==> config.mk <==
export PLATFORM = sky130hd
export DESIGN_NAME = uart_tx_io
export DESIGN_NICKNAME = d
export VERILOG_FILES = /design/src/rtl/uart_tx_io.sv
export SDC_FILE = /design/constraint.sdc
export NUM_CORES = 1
export LEC_CHECK = 0
export BUFFER_PORTS_ARGS = -buffer_cell sky130_fd_sc_hd__buf_4
export CORE_MARGIN = 2
export CORE_UTILIZATION = 40
export CTS_CLUSTER_SIZE = 10
export DETAILED_ROUTE_END_ITERATION = 16
export PLACE_DENSITY_LB_ADDON = 0.3
export SYNTH_ARGS = -nofsm -noshare
export SYNTH_HDL_FRONTEND = slang
export SYNTH_SLANG_ARGS = --single-unit
==> constraint.sdc <==
create_clock -name clk -period 4.6 [get_ports clk]
set_input_delay 0.23 -clock clk [delete_from_list [all_inputs] [get_ports clk]]
set_output_delay 0.23 -clock clk [all_outputs]
set_load 0.01 [all_outputs]
==> src/rtl/uart_tx_io.sv <==
// Memory-mapped UART transmitter: DATA/STATUS registers on the IO page, a transmit buffer and an 8N1 serializer.
// Define UART_TX_FIFO_EN for a 4-entry transmit FIFO; otherwise a single holding register is used.
module uart_tx_io #(
    parameter int CLKS_PER_BIT = 104,
    parameter int IO_BIT       = 22
) (
    input  logic        clk,
    input  logic        resetn,
    input  logic [31:0] mem_addr,
    input  logic [31:0] mem_wdata,
    input  logic [3:0]  mem_wmask,
    input  logic        mem_rstrb,
    output logic [31:0] mem_rdata,
    output logic        TXD,
    output logic        tx_busy
);

    // state  | meaning
    // S_IDLE | line high, waiting for a buffered byte
    // S_START| start bit (TXD=0)
    // S_DATA | 8 data bits, LSB first
    // S_STOP | stop bit (TXD=1); chains straight into S_START if more data waits
    typedef enum logic [1:0] {
        S_IDLE  = 2'd0,
        S_START = 2'd1,
        S_DATA  = 2'd2,
        S_STOP  = 2'd3
    } state_t;

`ifdef UART_TX_FIFO_EN
    localparam int DEPTH = 4;
`else
    localparam int DEPTH = 1;
`endif
    localparam logic [2:0]  DEPTH_L    = 3'(DEPTH);
    localparam logic [15:0] BIT_RELOAD = 16'(CLKS_PER_BIT - 1);

    state_t      state;
    state_t      state_nxt;
    logic [15:0] bit_cnt;
    logic [2:0]  bit_idx;
    logic [7:0]  shift_reg;
    logic [2:0]  buf_count;
    logic [7:0]  buf_head;
    logic        overflow;
    logic        pop;
    logic        bit_end;

    logic        io_sel;
    logic [1:0]  reg_idx;
    logic        push_req;
    logic        ovf_clr;
    logic        buf_full;
    logic        buf_empty;
    logic        push_ok;
    logic [31:0] status_word;
    logic        unused_bits;

    assign io_sel      = mem_addr[IO_BIT];
    assign reg_idx     = mem_addr[3:2];
    assign push_req    = io_sel && (reg_idx == 2'd0) && mem_wmask[0];
    assign ovf_clr     = io_sel && (reg_idx == 2'd1) && mem_wmask[0];
    assign buf_full    = (buf_count == DEPTH_L);
    assign buf_empty   = (buf_count == 3'd0);
    // A full buffer still takes a push when the serializer drains an entry on the same edge.
    assign push_ok     = push_req && (!buf_full || pop);
    assign bit_end     = (bit_cnt == 16'd0);
    assign tx_busy     = (state != S_IDLE) || !buf_empty;
    assign status_word = {25'd0, buf_count, 1'b0, overflow, buf_full, tx_busy};
    assign unused_bits = ^{mem_addr, mem_wdata[31:8], mem_wmask[3:1]};

`ifdef UART_TX_FIFO_EN
    logic [7:0] fifo_mem [4];
    logic [1:0] wr_ptr;
    logic [1:0] rd_ptr;

    always_ff @(posedge clk or negedge resetn) begin
        if (!resetn) begin
            wr_ptr <= 2'd0;
            rd_ptr <= 2'd0;
        end else begin
            if (push_ok) wr_ptr <= wr_ptr + 2'd1;
            if (pop)     rd_ptr <= rd_ptr + 2'd1;
        end
    end

    always_ff @(posedge clk) begin
        if (push_ok) fifo_mem[wr_ptr] <= mem_wdata[7:0];
    end

    assign buf_head = fifo_mem[rd_ptr];
`else
    logic [7:0] hold_reg;

    always_ff @(posedge clk or negedge resetn) begin
        if (!resetn)      hold_reg <= 8'd0;
        else if (push_ok) hold_reg <= mem_wdata[7:0];
    end

    assign buf_head = hold_reg;
`endif

    always_ff @(posedge clk or negedge resetn) begin
        if (!resetn) begin
            buf_count <= 3'd0;
        end else begin
            case ({push_ok, pop})
                2'b10:   buf_count <= buf_count + 3'd1;
                2'b01:   buf_count <= buf_count - 3'd1;
                default: buf_count <= buf_count;
            endcase
        end
    end

    always_ff @(posedge clk or negedge resetn) begin
        if (!resetn)                          overflow <= 1'b0;
        else if (push_req && buf_full && !pop) overflow <= 1'b1;
        else if (ovf_clr)                     overflow <= 1'b0;
    end

    always_ff @(posedge clk or negedge resetn) begin
        if (!resetn) begin
            mem_rdata <= 32'd0;
        end else if (mem_rstrb) begin
            mem_rdata <= (io_sel && (reg_idx == 2'd1)) ? status_word : 32'd0;
        end
    end

    always_ff @(posedge clk or negedge resetn) begin
        if (!resetn) state <= S_IDLE;
        else         state <= state_nxt;
    end

    always_comb begin
        state_nxt = state;
        case (state)
            S_IDLE:  if (!buf_empty) state_nxt = S_START;
            S_START: if (bit_end) state_nxt = S_DATA;
            S_DATA:  if (bit_end && (bit_idx == 3'd7)) state_nxt = S_STOP;
            S_STOP:  if (bit_end) state_nxt = buf_empty ? S_IDLE : S_START;
            default: state_nxt = S_IDLE;
        endcase
    end

    always_comb begin
        pop = 1'b0;
        TXD = 1'b1;
        case (state)
            S_IDLE:  pop = !buf_empty;
            S_START: TXD = 1'b0;
            S_DATA:  TXD = shift_reg[bit_idx];
            S_STOP:  pop = bit_end && !buf_empty;
            default: TXD = 1'b1;
        endcase
    end

    // Bit timer reloads at every bit boundary and parks at 0 once the line goes idle.
    always_ff @(posedge clk or negedge resetn) begin
        if (!resetn) begin
            bit_cnt   <= 16'd0;
            bit_idx   <= 3'd0;
            shift_reg <= 8'd0;
        end else begin
            if (pop || (((state == S_START) || (state == S_DATA)) && bit_end))
                bit_cnt <= BIT_RELOAD;
            else if (!bit_end)
                bit_cnt <= bit_cnt - 16'd1;

            if ((state == S_DATA) && bit_end)
                bit_idx <= bit_idx + 3'd1;

            if (pop)
                shift_reg <= buf_head;
        end
    end

endmodule

* Yosys cells after proc, flatten, opt, wreduce, memory -nomap -nowiden
Cells that the tools add are included.
Storage, ports and cells: bits in writable memories 0, memory bits (read-only) 0, output and inout port bits 34, latch bits 0, memories kept 0, bits in registers 73, word-level logic and storage cells 68, input bits 71
Operators by class: order comparisons 1, equal/unequal tests 13, divide/modulo/power cells 0, multiplexer cells 16, reduce and logical (&&, ||, !) cells 26, $add $sub $neg 4, bitwise gates (word level) 0, $mul 0, shifts and indexed selects 0
Operators by type and width (number):
- two-way mux 16 bit | 2
- zero test 16 bit | 1
- subtractor 16 x 1 -> 16 bit, second input constant | 1
- logical AND 1 bit | 11
- two-way mux 2 bit | 4
- != test 2 bit, second input constant | 4
- case mux 2 bit (4 select lines) | 1
- two-way mux 7 bit | 1
- adder 3 x 1 -> 3 bit, second input constant | 2
- equality test 2 x 1 -> 1 bit, second input constant | 3
- equality test 2 bit, second input constant | 3
- case mux 3 bit (2 select lines) | 1
- nonzero test 2 bit | 3
- zero test 2 bit | 2
- logical OR 1 bit | 4
- less-than comparator 3 x 4 -> 1 bit, second input constant | 1
- two-way mux 1 bit | 4
- case mux 1 bit (2 select lines) | 2
- AND reduction 4 bit | 1
- binary-select mux 1 bit (select 3 bit) | 1
- equality test 3 x 1 -> 1 bit, second input constant | 1
- equality test 3 bit, second input constant | 1
- zero test 1 bit | 3
- zero test 3 bit | 1
- 2 further kinds | 2

* Logic depth before layout (Yosys ltp)
word-level depth 8, mapped depth 11

* Worst setup path after synthesis
Ideal clock, no wire load.
kind register to register, start register bit_cnt[0], end register buf_count[2], setup time 125 ps, path slack 2199 ps, data arrival time 2275 ps, data required time 4475 ps, cell stages (with the launch flop) 12, buffers on the path 2, cell sequence dfrtp_1 inv_1 ha_1 nor3b_1 and4_1 buf_4 a31o_4 buf_12 ha_1 mux2i_1 nor2_1 xor2_1
On the way: cells in the longest elaborated chain, start to end 7, elaborated cells on any way between the ends 9
RTL lines:
- start: declaration | RTL line 40 | logic [15:0] bit_cnt;
- start signal: assignment | RTL line 167 | bit_cnt <= bit_cnt - 16'd1;
- zero test 16 bit (*) | RTL line 67 | assign bit_end = (bit_cnt == 16'd0);
- logical AND 1 bit (*) | RTL line 152 | S_STOP: pop = bit_end && !buf_empty;
- case mux 1 bit (2 select lines) (*) | RTL line 148 | case (state)
- via pop | RTL line 46 | logic pop;
- logical OR 1 bit | RTL line 66 | assign push_ok = push_req && (!buf_full || pop);
- logical AND 1 bit | RTL line 66
- equality test 2 x 1 -> 1 bit or equality test 2 bit (tied branches) | RTL line 107 | case ({push_ok, pop})
- case mux 3 bit (2 select lines) or nonzero test 2 bit (tied branches)
- end signal: assignment | RTL line 108 | 2'b10: buf_count <= buf_count + 3'd1;
- end signal: assignment | RTL line 109 | 2'b01: buf_count <= buf_count - 3'd1;
- end signal: assignment | RTL line 110 | default: buf_count <= buf_count;
- end: declaration | RTL line 43 | logic [2:0] buf_count;
The timed path passes the listed nets; every way through them passes the cells marked *. A chain may end at the register's enable or synchronous reset.

* Worst setup path after layout
start register bit_cnt[0], end register buf_count[2]
On the way: cells in the longest elaborated chain, start to end 7, elaborated cells on any way between the ends 9
RTL lines (RTL line):
- zero test 16 bit (*) | 67
- logical AND 1 bit (*) | 152
- case mux 1 bit (2 select lines) (*) | 148
- logical OR 1 bit | 66
- logical AND 1 bit | 66
- equality test 2 x 1 -> 1 bit or equality test 2 bit (tied branches) | 107
- case mux 3 bit (2 select lines) or nonzero test 2 bit (tied branches)
Every way passes the cells marked *; elsewhere a longest branch is shown, timed or not.

==> impl_metrics.yaml <==
worst_setup_path:
  cp_slowest_cell: "nor3b_1"
  r2r_setup_slack_ns: 1.52
  worst_setup_path_end_kind: "flop"
  worstPathMaxFanout: 14
  cp_data_arrival_time_ns: 3.31
  crit_required_ns: 4.83
  crit_path_cell_trace: "inv_1, ha_1, nor3b_1, nand4_2, o22ai_4, inv_1, ha_1, nor2_1, xor2_1"
  critPathLaunch: "bit_cnt[0]$_DFFE_PN0P_"
  r2r_cells: 9
  r2r_end: "buf_count[2]$_DFFE_PN0P_"
  max_stage_delay_ns: 0.58
  path_class: "flop to flop"
  r2r-start: "bit_cnt[0]$_DFFE_PN0P_"
  startpoint_type: "flop"
logic_synthesis:
  synth.top_cell.area_share_pct: 42.4
  synth_top_family_by_area: "simple AND/OR/NAND/NOR gates"
  yosys-top-cells-area: "dfrtp_1, buf_4, ha_1, mux2_4, mux2_2"
  synth_mux_area_share_pct: 12.4
  netlist_area_mm2: 0.00278
  synth-compound-area-share_pct: 10.6
  ys_types: 53
  avgSynthCellArea_um2: 11.0
  synth_simple_gate_area_share_pct: 15.1
  synth_edf_count: 0
  synthCells: 253
  synthAdderAreaFrac_pct: 6.31
  synthXorXnorAreaFrac_pct: 2.21
  synthArstFlopShare_pct: 100
  ys_seq_area_share_pct: 42.4
  synth_top_cell_by_area: "dfrtp_1"
  yosysWarnings: 0
  synth-seq-cells: 47
  synth-main-ff-cell: "dfrtp_1"
timing:
  finalMaxSlewViolations: 0
  final-hold-violation-count: 0
  tightest_slew_ns: 0.681
  maxSlewHeadroom_pct: 54.5
  fin_crit_sh_pct: 67.0
  setup_viol: 0
  fin_setup_tns_ns: 0
  fmax_mhz: 325
  fin_crit_ns: 3.08
  fin_skew_ns: 0.00845
  rsz0062_at_grt: "false"
hold_path:
  holdPathStages: 2
  hold_class: "primary input to flop"
  min_from: "mem_wdata[6]"
  min_to: "buf_head[6]$_DFFE_PN0P_"
power_and_ir_drop:
  pwr-share-seq_pct: 39.7
  clkPwrFrac_pct: 16.4
  total_power_mw: 1.87
  p_sw_mw: 0.726
  p_sw_share_pct: 38.8
  p_int_mw: 1.14
  vdd_drop_max_mv: 0.259
  power_frac_comb_pct: 43.9
  leakage_nw: 1.40
  powerDensity_mw_per_mm2: 618
finish:
  final_area_mm2: 0.00303
  regArea_mm2: 0.00118
  syn_to_final_growth_pct: 9.11
  multi_input_area_mm2: 0.00139
  nNetsFinal: 363
  mostFrequentLayoutCells: "dfrtp_1, conb_1, buf_4"
  mostFrequentLayoutCell: "dfrtp_1"
  drive_gt1_share_pct: 20.1
  antenna_cells: 0
  largest_reg_flops: 16
  nFillCells: 639
cts:
  postCtsSetupRepairBufs: 0
  clk_path_buf_depth: 2
  cts_tree: "built"
  ctsResizeCount: 0
  hold_buffers: 1
  cts.sinks: 47
  cts_buffers: 5
  cts_max_level: 2
  root_buffer: "clkbuf_8"
  insertion_delay_ns: 0.30
  clk_pin_slew_ns: 0.09
drt:
  num_vias: 1819
  ant_nets: 0
  wirelength_um: 4720
  drc: 0
  routedWlPerCell_um: 13.2
  drt_iter0_markers: 64
  first_pass_iters: 4
  vias_per_cell: 5.07
die:
  start_util_pct: 41.1
  core_mm2: 0.00676
  row_count: 30
  die_y_um: 87.3
  die_area_mm2: 0.00762
  ios: 105
  die_w_um: 87.3
placed_design:
  hpwlAfterDp_um: 3370
  placed_area_mm2: 0.00291
  io_buffers: 22
  place_congestion: 0.809
global_routing:
  antenna_found_initial: 0
  grt_overflow: 0
  grt_usage_pct: 13.7
  grt_first_pass_wirelength_um: 8270
  grt_max_degree: 48
  grt_pass1_vias: 1827
status:
  status: "finished, final reports clean"
run:
  maxCapViolCount: 0
## cells in the mapped netlist, types with 2 or more instances
cell type / n
or2_2: 2
a21oi_1: 8
mux2_4: 7
nand2_1: 13
mux2_2: 8
nand4_1: 4
nand2b_1: 4
and3b_1: 2
or4_1: 2
o22ai_1: 3
or3_1: 2
buf_2: 2
a211o_1: 2
nor4bb_1: 2
mux2i_1: 6
ha_1: 14
nand3_1: 4
mux4_2: 2
o31ai_1: 3
buf_4: 27
nor2_1: 10
mux2_1: 4
xnor2_1: 3
nand3b_1: 2
inv_1: 17
and2_1: 2
nor4_4: 2
nor3_1: 6
nor4_1: 3
xor2_1: 4
o21ai_0: 8
a31oi_1: 3
dfrtp_1: 47
nor3b_1: 2
a211oi_1: 4
nor2b_1: 2
## stage by stage
stage | util (%) | setup slack [ns] | hold slack, ns | std cells
2_1_floorplan | - | 2.20 | -0.0656 | 278
3_3_place_gp | 43.0 | 1.53 | 0.287 | 350
3_5_place_dp | 43.0 | 1.53 | 0.285 | 350
4_1_cts | 44.8 | 1.50 | 0.131 | 359
5_1_grt | 44.8 | 1.22 | 0.139 | 359
6_report | 44.8 | 1.52 | 0.139 | 359
## power groups by stage
stage                     logic (mW)  clock network, mW  registers, mW
final                          0.822              0.306          0.742
after global routing           0.925              0.332          0.771
after CTS                      0.830              0.315          0.743
after detailed placement       0.826                  0          0.752
after global placement         0.811                  0          0.745
after floorplan                0.690                  0          0.709
## routing by layer
metal	GRT usage [%]	vias up	part of all wire, %
met5	0	-	0
met3	2.27	8	2.9
li1	-	906	-
met2	22.1	31	49
met4	6.29	0	2.1
met1	18.1	874	46
## worst max path at each step
stage	endpoint	slack, ns
finish	buf_count[2]$_DFFE_PN0P_	1.52
global route	buf_count[2]$_DFFE_PN0P_	1.22
CTS	buf_count[2]$_DFFE_PN0P_	1.50
detailed placement	buf_count[2]$_DFFE_PN0P_	1.53
global placement	buf_count[2]$_DFFE_PN0P_	1.53
floorplan	buf_count[2]$_DFFE_PN0P_	2.20
## cell families (layout without fill, tap and decap cells)
group                      after synthesis  count (layout)
DFF                                     47              47
muxes                                   27              27
and+or+nand+nor                         68              68
AOI/OAI and AO/OA                       41              41
buffers and inverters                   48              49
other                                    1              26
xor gates and xnor gates                 7               7
adders and majority gates               14              14
## worst max-delay path, delay by kind of cell, from the launching register on
kind	cells	cell delay, ns
buffers and inverters	2	0.19
adders and majority gates	2	0.52
and+or+nand+nor	3	1.27
xor gates and xnor gates	1	0.14
AOI/OAI and AO/OA	1	0.45
DFF	1	0.43
## cell type report
| cell class | instances | area share (%) |
|---|---|---|
| Clock inverter | 3 | 1.45 |
| Timing Repair Buffer | 24 | 6.03 |
| Inverter | 17 | 2.11 |
| Sequential cell | 47 | 38.8 |
| Tap cell | 80 | 3.31 |
| Multi-Input combinational cell | 183 | 46.0 |
| Clock buffer | 5 | 2.27 |
Note: power is estimated with default switching activity, not from simulation.
